===== src/rtl/data_receiver_pkg.sv =====
// data_receiver_pkg: frame constants shared with the transmitter side plus the
// receiver's local FSM state encoding.
//   START_BIT_LEVEL / STOP_BIT_LEVEL / IDLE_LEVEL : serial line levels
//   DEFAULT_DATA_WIDTH / DEFAULT_US_PER_BIT       : default frame geometry
//   rx_state_e                                    : receiver FSM states
package data_receiver_pkg;

    localparam logic START_BIT_LEVEL = 1'b0;
    localparam logic STOP_BIT_LEVEL  = 1'b1;
    localparam logic IDLE_LEVEL      = 1'b1;

    localparam int unsigned DEFAULT_DATA_WIDTH = 8;
    localparam int unsigned DEFAULT_US_PER_BIT = 10;

    typedef enum logic [1:0] {
        StIdle  = 2'd0,
        StStart = 2'd1,
        StData  = 2'd2,
        StStop  = 2'd3
    } rx_state_e;

endpackage


===== src/rtl/data_receiver_if.sv =====
// data_receiver_if: serial input side and parallel output side of the receiver.
//   rx, every_us                        : driven by the line / strobe source
//   data, data_valid, frame_error, busy : driven by the receiver
// master = environment side, slave = receiver side.
interface data_receiver_if #(
    parameter int unsigned DATA_WIDTH = data_receiver_pkg::DEFAULT_DATA_WIDTH
);
    logic                  rx;
    logic                  every_us;
    logic [DATA_WIDTH-1:0] data;
    logic                  data_valid;
    logic                  frame_error;
    logic                  busy;

    modport master (
        output rx,
        output every_us,
        input  data,
        input  data_valid,
        input  frame_error,
        input  busy
    );

    modport slave (
        input  rx,
        input  every_us,
        output data,
        output data_valid,
        output frame_error,
        output busy
    );
endinterface


===== src/rtl/data_receiver_rx_sync.sv =====
// data_receiver_rx_sync: 2-flop synchronizer for an asynchronous serial input
// with falling-edge detection on the synchronized value. Reusable for other
// serial inputs.
//   i_clk, i_rst : clock, async active-high reset
//   i_rx         : asynchronous input line
//   o_rx_s       : synchronized line (2 cycles latency)
//   o_fall       : one-cycle pulse when o_rx_s goes 1 -> 0
module data_receiver_rx_sync #(
    parameter logic RESET_LEVEL = 1'b1
) (
    input  logic i_clk,
    input  logic i_rst,
    input  logic i_rx,
    output logic o_rx_s,
    output logic o_fall
);

    logic r_meta;
    logic r_sync;
    logic r_prev;

    always_ff @(posedge i_clk or posedge i_rst) begin
        if (i_rst) begin
            r_meta <= RESET_LEVEL;
            r_sync <= RESET_LEVEL;
            r_prev <= RESET_LEVEL;
        end else begin
            r_meta <= i_rx;
            r_sync <= r_meta;
            r_prev <= r_sync;
        end
    end

    assign o_rx_s = r_sync;
    assign o_fall = r_prev & ~r_sync;

endmodule


===== src/rtl/data_receiver.sv =====
// data_receiver: serial frame receiver (1 start bit, DATA_WIDTH data bits LSB
// first, 1 stop bit), bit-timed by a once-per-microsecond strobe.
//   i_clk, i_rst      : system clock, async active-high reset
//   bus.rx            : serial line, idle high, asynchronous
//   bus.every_us      : one-cycle strobe per microsecond
//   bus.data          : last correctly received word
//   bus.data_valid    : one-cycle pulse when data updates
//   bus.frame_error   : one-cycle pulse on a bad stop bit
//   bus.busy          : high while a frame is in progress
module data_receiver
    import data_receiver_pkg::*;
#(
    parameter int unsigned DATA_WIDTH = DEFAULT_DATA_WIDTH,
    parameter int unsigned US_PER_BIT = DEFAULT_US_PER_BIT
) (
    input  logic          i_clk,
    input  logic          i_rst,
    data_receiver_if.slave bus
);

    localparam int unsigned TICK_W = (US_PER_BIT > 1) ? $clog2(US_PER_BIT) : 1;
    localparam int unsigned IDX_W  = (DATA_WIDTH > 1) ? $clog2(DATA_WIDTH) : 1;

    localparam logic [TICK_W-1:0] TICK_HALF_LAST = TICK_W'(US_PER_BIT / 2 - 1);
    localparam logic [TICK_W-1:0] TICK_FULL_LAST = TICK_W'(US_PER_BIT - 1);
    localparam logic [IDX_W-1:0]  IDX_LAST       = IDX_W'(DATA_WIDTH - 1);

    logic w_rx_s;
    logic w_fall;

    data_receiver_rx_sync #(
        .RESET_LEVEL (IDLE_LEVEL)
    ) u_rx_sync (
        .i_clk  (i_clk),
        .i_rst  (i_rst),
        .i_rx   (bus.rx),
        .o_rx_s (w_rx_s),
        .o_fall (w_fall)
    );

    rx_state_e             r_state;
    logic [TICK_W-1:0]     r_tick;
    logic [IDX_W-1:0]      r_idx;
    logic [DATA_WIDTH-1:0] r_shift;
    logic [DATA_WIDTH-1:0] r_data;
    logic                  r_data_valid;
    logic                  r_frame_error;
    logic                  r_busy;

    // Tick counter is zeroed on every state transition, so each state times
    // from its own entry edge.
    always_ff @(posedge i_clk or posedge i_rst) begin
        if (i_rst) begin
            r_state       <= StIdle;
            r_tick        <= '0;
            r_idx         <= '0;
            r_shift       <= '0;
            r_data        <= '0;
            r_data_valid  <= 1'b0;
            r_frame_error <= 1'b0;
            r_busy        <= 1'b0;
        end else begin
            r_data_valid  <= 1'b0;
            r_frame_error <= 1'b0;
            unique case (r_state)
                StIdle: begin
                    r_tick <= '0;
                    if (w_fall) begin
                        r_state <= StStart;
                        r_busy  <= 1'b1;
                    end
                end
                StStart: begin
                    if (bus.every_us) begin
                        if (r_tick == TICK_HALF_LAST) begin
                            r_tick <= '0;
                            if (w_rx_s == START_BIT_LEVEL) begin
                                r_state <= StData;
                                r_idx   <= '0;
                            end else begin
                                // Start bit gone by mid-bit: treat as a glitch.
                                r_state <= StIdle;
                                r_busy  <= 1'b0;
                            end
                        end else begin
                            r_tick <= r_tick + 1'b1;
                        end
                    end
                end
                StData: begin
                    if (bus.every_us) begin
                        if (r_tick == TICK_FULL_LAST) begin
                            r_tick  <= '0;
                            // Right shift: first bit received ends at the LSB.
                            r_shift <= {w_rx_s, r_shift[DATA_WIDTH-1:1]};
                            if (r_idx == IDX_LAST) begin
                                r_state <= StStop;
                            end else begin
                                r_idx <= r_idx + 1'b1;
                            end
                        end else begin
                            r_tick <= r_tick + 1'b1;
                        end
                    end
                end
                StStop: begin
                    if (bus.every_us) begin
                        if (r_tick == TICK_FULL_LAST) begin
                            r_tick  <= '0;
                            r_state <= StIdle;
                            r_busy  <= 1'b0;
                            if (w_rx_s == STOP_BIT_LEVEL) begin
                                r_data       <= r_shift;
                                r_data_valid <= 1'b1;
                            end else begin
                                r_frame_error <= 1'b1;
                            end
                        end else begin
                            r_tick <= r_tick + 1'b1;
                        end
                    end
                end
                default: begin
                    r_state <= StIdle;
                    r_busy  <= 1'b0;
                end
            endcase
        end
    end

    assign bus.data        = r_data;
    assign bus.data_valid  = r_data_valid;
    assign bus.frame_error = r_frame_error;
    assign bus.busy        = r_busy;

endmodule


===== src/flat_wrapper.sv =====
// flat-port wrapper written by rule: the top's interface ports become plain ports
module data_receiver_flat import data_receiver_pkg::*;
#(
    parameter int unsigned DATA_WIDTH = DEFAULT_DATA_WIDTH,
    parameter int unsigned US_PER_BIT = DEFAULT_US_PER_BIT
)
  (i_clk, i_rst, bus_rx, bus_every_us, bus_data, bus_data_valid, bus_frame_error, bus_busy);
  data_receiver_if #(.DATA_WIDTH(DATA_WIDTH)) bus_i ();
  input  logic i_clk;
  input  logic i_rst;
  input wire logic [$bits(bus_i.rx)-1:0] bus_rx;
  input wire logic [$bits(bus_i.every_us)-1:0] bus_every_us;
  output wire logic [$bits(bus_i.data)-1:0] bus_data;
  output wire logic [$bits(bus_i.data_valid)-1:0] bus_data_valid;
  output wire logic [$bits(bus_i.frame_error)-1:0] bus_frame_error;
  output wire logic [$bits(bus_i.busy)-1:0] bus_busy;
  assign bus_i.rx = bus_rx;
  assign bus_i.every_us = bus_every_us;
  assign bus_data = bus_i.data;
  assign bus_data_valid = bus_i.data_valid;
  assign bus_frame_error = bus_i.frame_error;
  assign bus_busy = bus_i.busy;
  data_receiver #(.DATA_WIDTH(DATA_WIDTH), .US_PER_BIT(US_PER_BIT)) u_core (.i_clk(i_clk), .i_rst(i_rst), .bus(bus_i));
endmodule

===== config.mk =====
export PLATFORM = sky130hd
export DESIGN_NAME = data_receiver_flat
export DESIGN_NICKNAME = d
export VERILOG_FILES = /design/src/rtl/data_receiver_pkg.sv /design/src/rtl/data_receiver_if.sv /design/src/rtl/data_receiver_rx_sync.sv /design/src/rtl/data_receiver.sv /design/src/flat_wrapper.sv
export SDC_FILE = /design/constraint.sdc
export NUM_CORES = 1
export LEC_CHECK = 0
export ABC_AREA = 1
export BUFFER_PORTS_ARGS = -buffer_cell sky130_fd_sc_hd__clkbuf_2
export CAP_MARGIN = 20
export CORE_UTILIZATION = 57
export DETAILED_ROUTE_END_ITERATION = 12
export PLACE_DENSITY = 0.77
export SLEW_MARGIN = 25
export SYNTH_ARGS = -nofsm -noshare
export SYNTH_HDL_FRONTEND = slang
export SYNTH_SLANG_ARGS = --single-unit

===== constraint.sdc =====
create_clock -name i_clk -period 2.1 [get_ports i_clk]
set_clock_uncertainty 0.05 [all_clocks]
set_input_delay 0.21 -clock i_clk [delete_from_list [all_inputs] [get_ports i_clk]]
set_output_delay 0.21 -clock i_clk [all_outputs]
set_load 0.05 [all_outputs]

==> run_results.csv <==
group,metric,value,unit
critical_path,critPathMaxFanout,16,
global_routing,globalRouteTotalUtil,23.55,%
final_layout,drive_above_1_share,28.02,%
floorplan,dieArea,2775,um2
synthesis,synth.largest_area_cell,"dfrtp_1",
final_layout,fin_nets,190,
clock_tree,cts_htree_levels,2,
power,comb_power_share,31.8,%
detailed_routing,num_vias,1083,
synthesis,synth_area_leaders,"dfrtp_1, nand2_1, dfstp_2",
synthesis,netlist_instances,159,
critical_path,path_cells,"inv_1 > ha_1 > nand3_1 > nor2_2 > nand3_2 > nand2_1 > o21ai_2",
sta,timing.hold.ws,0.1458,ns
global_routing,antenna_found_initial,0,
power,clkPwrFrac,27.3,%
critical_path,crit_slowest_cell,"dfrtp_1",
worst_hold_path,hp-class,"input port to flop",
power,seqPwrFrac,40.9,%
sta,setup_ws,0.3565,ns
sta,hold_violations,0,
power,p_per_area,1068,nW/um2
critical_path,cp-end-kind,"flop",
placement,gp_congestion,0.8053,
detailed_routing,drcViolationCount,0,
synthesis,synthArstFlopShare,100.0,%
detailed_routing,drt_pass1_iterations,4,
final_layout,area_growth,13.42,%
synthesis,synth_common_cells,"nand2_1, dfrtp_1, inv_1, o21ai_1, o21ai_2",
floorplan,start_util,63.14,%
synthesis,syn_area,1464,um2
synthesis,synth_top_cell_area_share,47.86,%
critical_path,crit_family,"simple AND/OR/NAND/NOR gates",
detailed_routing,postRouteAntennaNets,0,
synthesis,yosysWarnings,0,
synthesis,avgSynthCellArea,9.207,um2
synthesis,ys_seq_area_share,53.25,%
sta,final.setup.tns,0,ns
clock_tree,cts_hold_buffers,2,
sta,worst_slew_pin_slew,0.3800,ns
critical_path,cp-start-kind,"flop",
detailed_routing,finalWirelength,2.632,mm
final_layout,utilization,71.61,%
final_layout,n_antenna_cell,0,
power,switching_share,37.02,%
sta,fin_crit_sh,83.02,%
critical_path,arrival,1.92,ns
final_layout,stdcell_count,210,
placement,dp_slack,0.3594,ns
synthesis,ys_seq_elements,31,
floorplan,num_rows,17,
power,switching_power,0.6566,mW
clock_tree,cts_tree,"done",
synthesis,synth_edf_count,0,
sta,drv_slew,0,
synthesis,yosysUniqueCellTypes,26,
synthesis,ys.flop_type,"dfrtp_1",
floorplan,ios,15,
placement,place_inst,200,
clock_tree,cts_resized,0,
clock_tree,clk_latency,0.33,ns
global_routing,grt_max_degree,32,
critical_path,path_class,"flop to flop",
critical_path,crit_buf_inv,1,
critical_path,critPathMaxStageDelay,0.40,ns
global_routing,grt_pass1_vias,1089,
sta,maxSlewHeadroom,74.67,%
sta,setup_viol,0,
placement,dpl.hpwl,1.945,mm
clock_tree,clk_pin_slew,0.10,ns
global_routing,grt_pass1_wl,4.478,mm
power,p_int,1.117,mW
global_routing,globalRoute.totalOverflow,0,
clock_tree,clockBufferDepth,2,
floorplan,die_x,52.68,um
power,p_leak,0.8203,nW
sta,rsz0062_at_grt,"no",
clock_tree,numCtsBuffers,5,
power,ir_worst_vdd,0.9446,mV
synthesis,mappedNetlistNets,168,
clock_tree,cts_setup_buffers,0,
critical_path,required,2.28,ns
clock_tree,cts.sinks,31,
placement,io_buffers,14,
detailed_routing,via_per_inst,5.157,
run_status,status,"finished, final reports clean",
sta,max_freq,573.6,MHz
floorplan,dieHeight,52.68,um
synthesis,post-synth-top-count-cell,"nand2_1",
detailed_routing,detail_route.iter0.violations,15,
flow_run,drv_cap,0,
clock_tree,cts_root_buf,"clkbuf_4",
sta,min_period,1.743,ns
floorplan,coreArea,2318,um2
detailed_routing,wl_per_cell,12.53,um
==> logic make-up after synthesis <==
family | Yosys count | share of synthesized area (%)
adders and majority gates | 5 | 4.274
xor gates and xnor gates | 1 | 0.5984
AOI/OAI and AO/OA | 26 | 11.37
buffers and inverters | 24 | 7.179
DFF | 31 | 53.25
and+or+nand+nor | 72 | 23.33
==> sequential cells by signal, summed over array words and instances (netlist names), 3 cells and up, named ones only <==
signal           flops
u_core.r_tick        4
u_core.r_idx         3
u_core.bus.data      8
u_core.r_shift       8
==> tightest hold or removal path, delay by kind of cell <==
| kind | cells | cell delay [ns] |
|---|---|---|
| buffers and inverters | 1 | 0.12 |
| and+or+nand+nor | 1 | 0.10 |
| AOI/OAI and AO/OA | 1 | 0.06 |
==> final cells by class <==
cell class / count / area, um2
fillers: 190 / 658.1
multi-input cells: 104 / 579.3
clock buffers: 6 / 51.30
clock inverters: 2 / 35.03
flip-flops and latches: 31 / 779.5
repair buffers: 17 / 97.59
inverters: 22 / 82.58
well taps: 28 / 35.03
==> per-layer routing <==
layer	track usage (%)	up-vias	wire length [um]
li1	-	552	-
met1	25.33	508	1148
met5	0	-	0
met4	10.96	0	45
met3	9.275	7	96
met2	40.08	16	1341
==> power groups by stage <==
stage          sequential [mW]  combinational (mW)  clock [mW]
3_5_place_dp             0.737               0.561           0
5_1_grt                  0.734               0.635       0.513
2_1_floorplan            0.758               0.415           0
6_report                 0.725               0.565       0.484
4_1_cts                  0.725               0.567       0.491
3_3_place_gp             0.734               0.520           0
==> stage by stage <==
stage,power (mW),cell area (um2)
3_5_place_dp,1.298,1554
3_3_place_gp,1.254,1554
6_report,1.774,1660
2_1_floorplan,1.173,1464
5_1_grt,1.882,1660
4_1_cts,1.782,1660
==> cell usage in the layout, fill, tap and decap left out, drive strengths merged <==
master / n
ha: 5
a21oi: 4
dfstp: 3
and3: 1
nor4: 1
dfrtp: 28
or2: 1
buf: 1
xor2: 1
inv: 21
o22ai: 2
bufinv: 1
clkbuf: 20
o21ai: 20
dlygate4sd3: 2
nand3b: 1
clkinv: 2
nor2: 7
nand3: 8
nand2: 53
==> path summary, 6_finish.rpt <==
check                                             start                      end  slack, ns  cells after the start
min in group asynchronous                         i_rst       u_core.bus.data[0]       0.42                      4
worst min register to register  u_core.u_rx_sync.r_meta  u_core.u_rx_sync.o_rx_s       0.33                      0
worst max register to register         u_core.r_tick[1]       u_core.bus.data[7]       0.36                      7
worst max-delay path                   u_core.r_tick[1]       u_core.bus.data[7]       0.36                      7
max in group asynchronous                         i_rst  u_core.u_rx_sync.o_rx_s       1.25                      4
worst min-delay path                       bus_every_us         u_core.r_tick[0]       0.15                      3
Note: power is estimated with default switching activity, not from simulation.
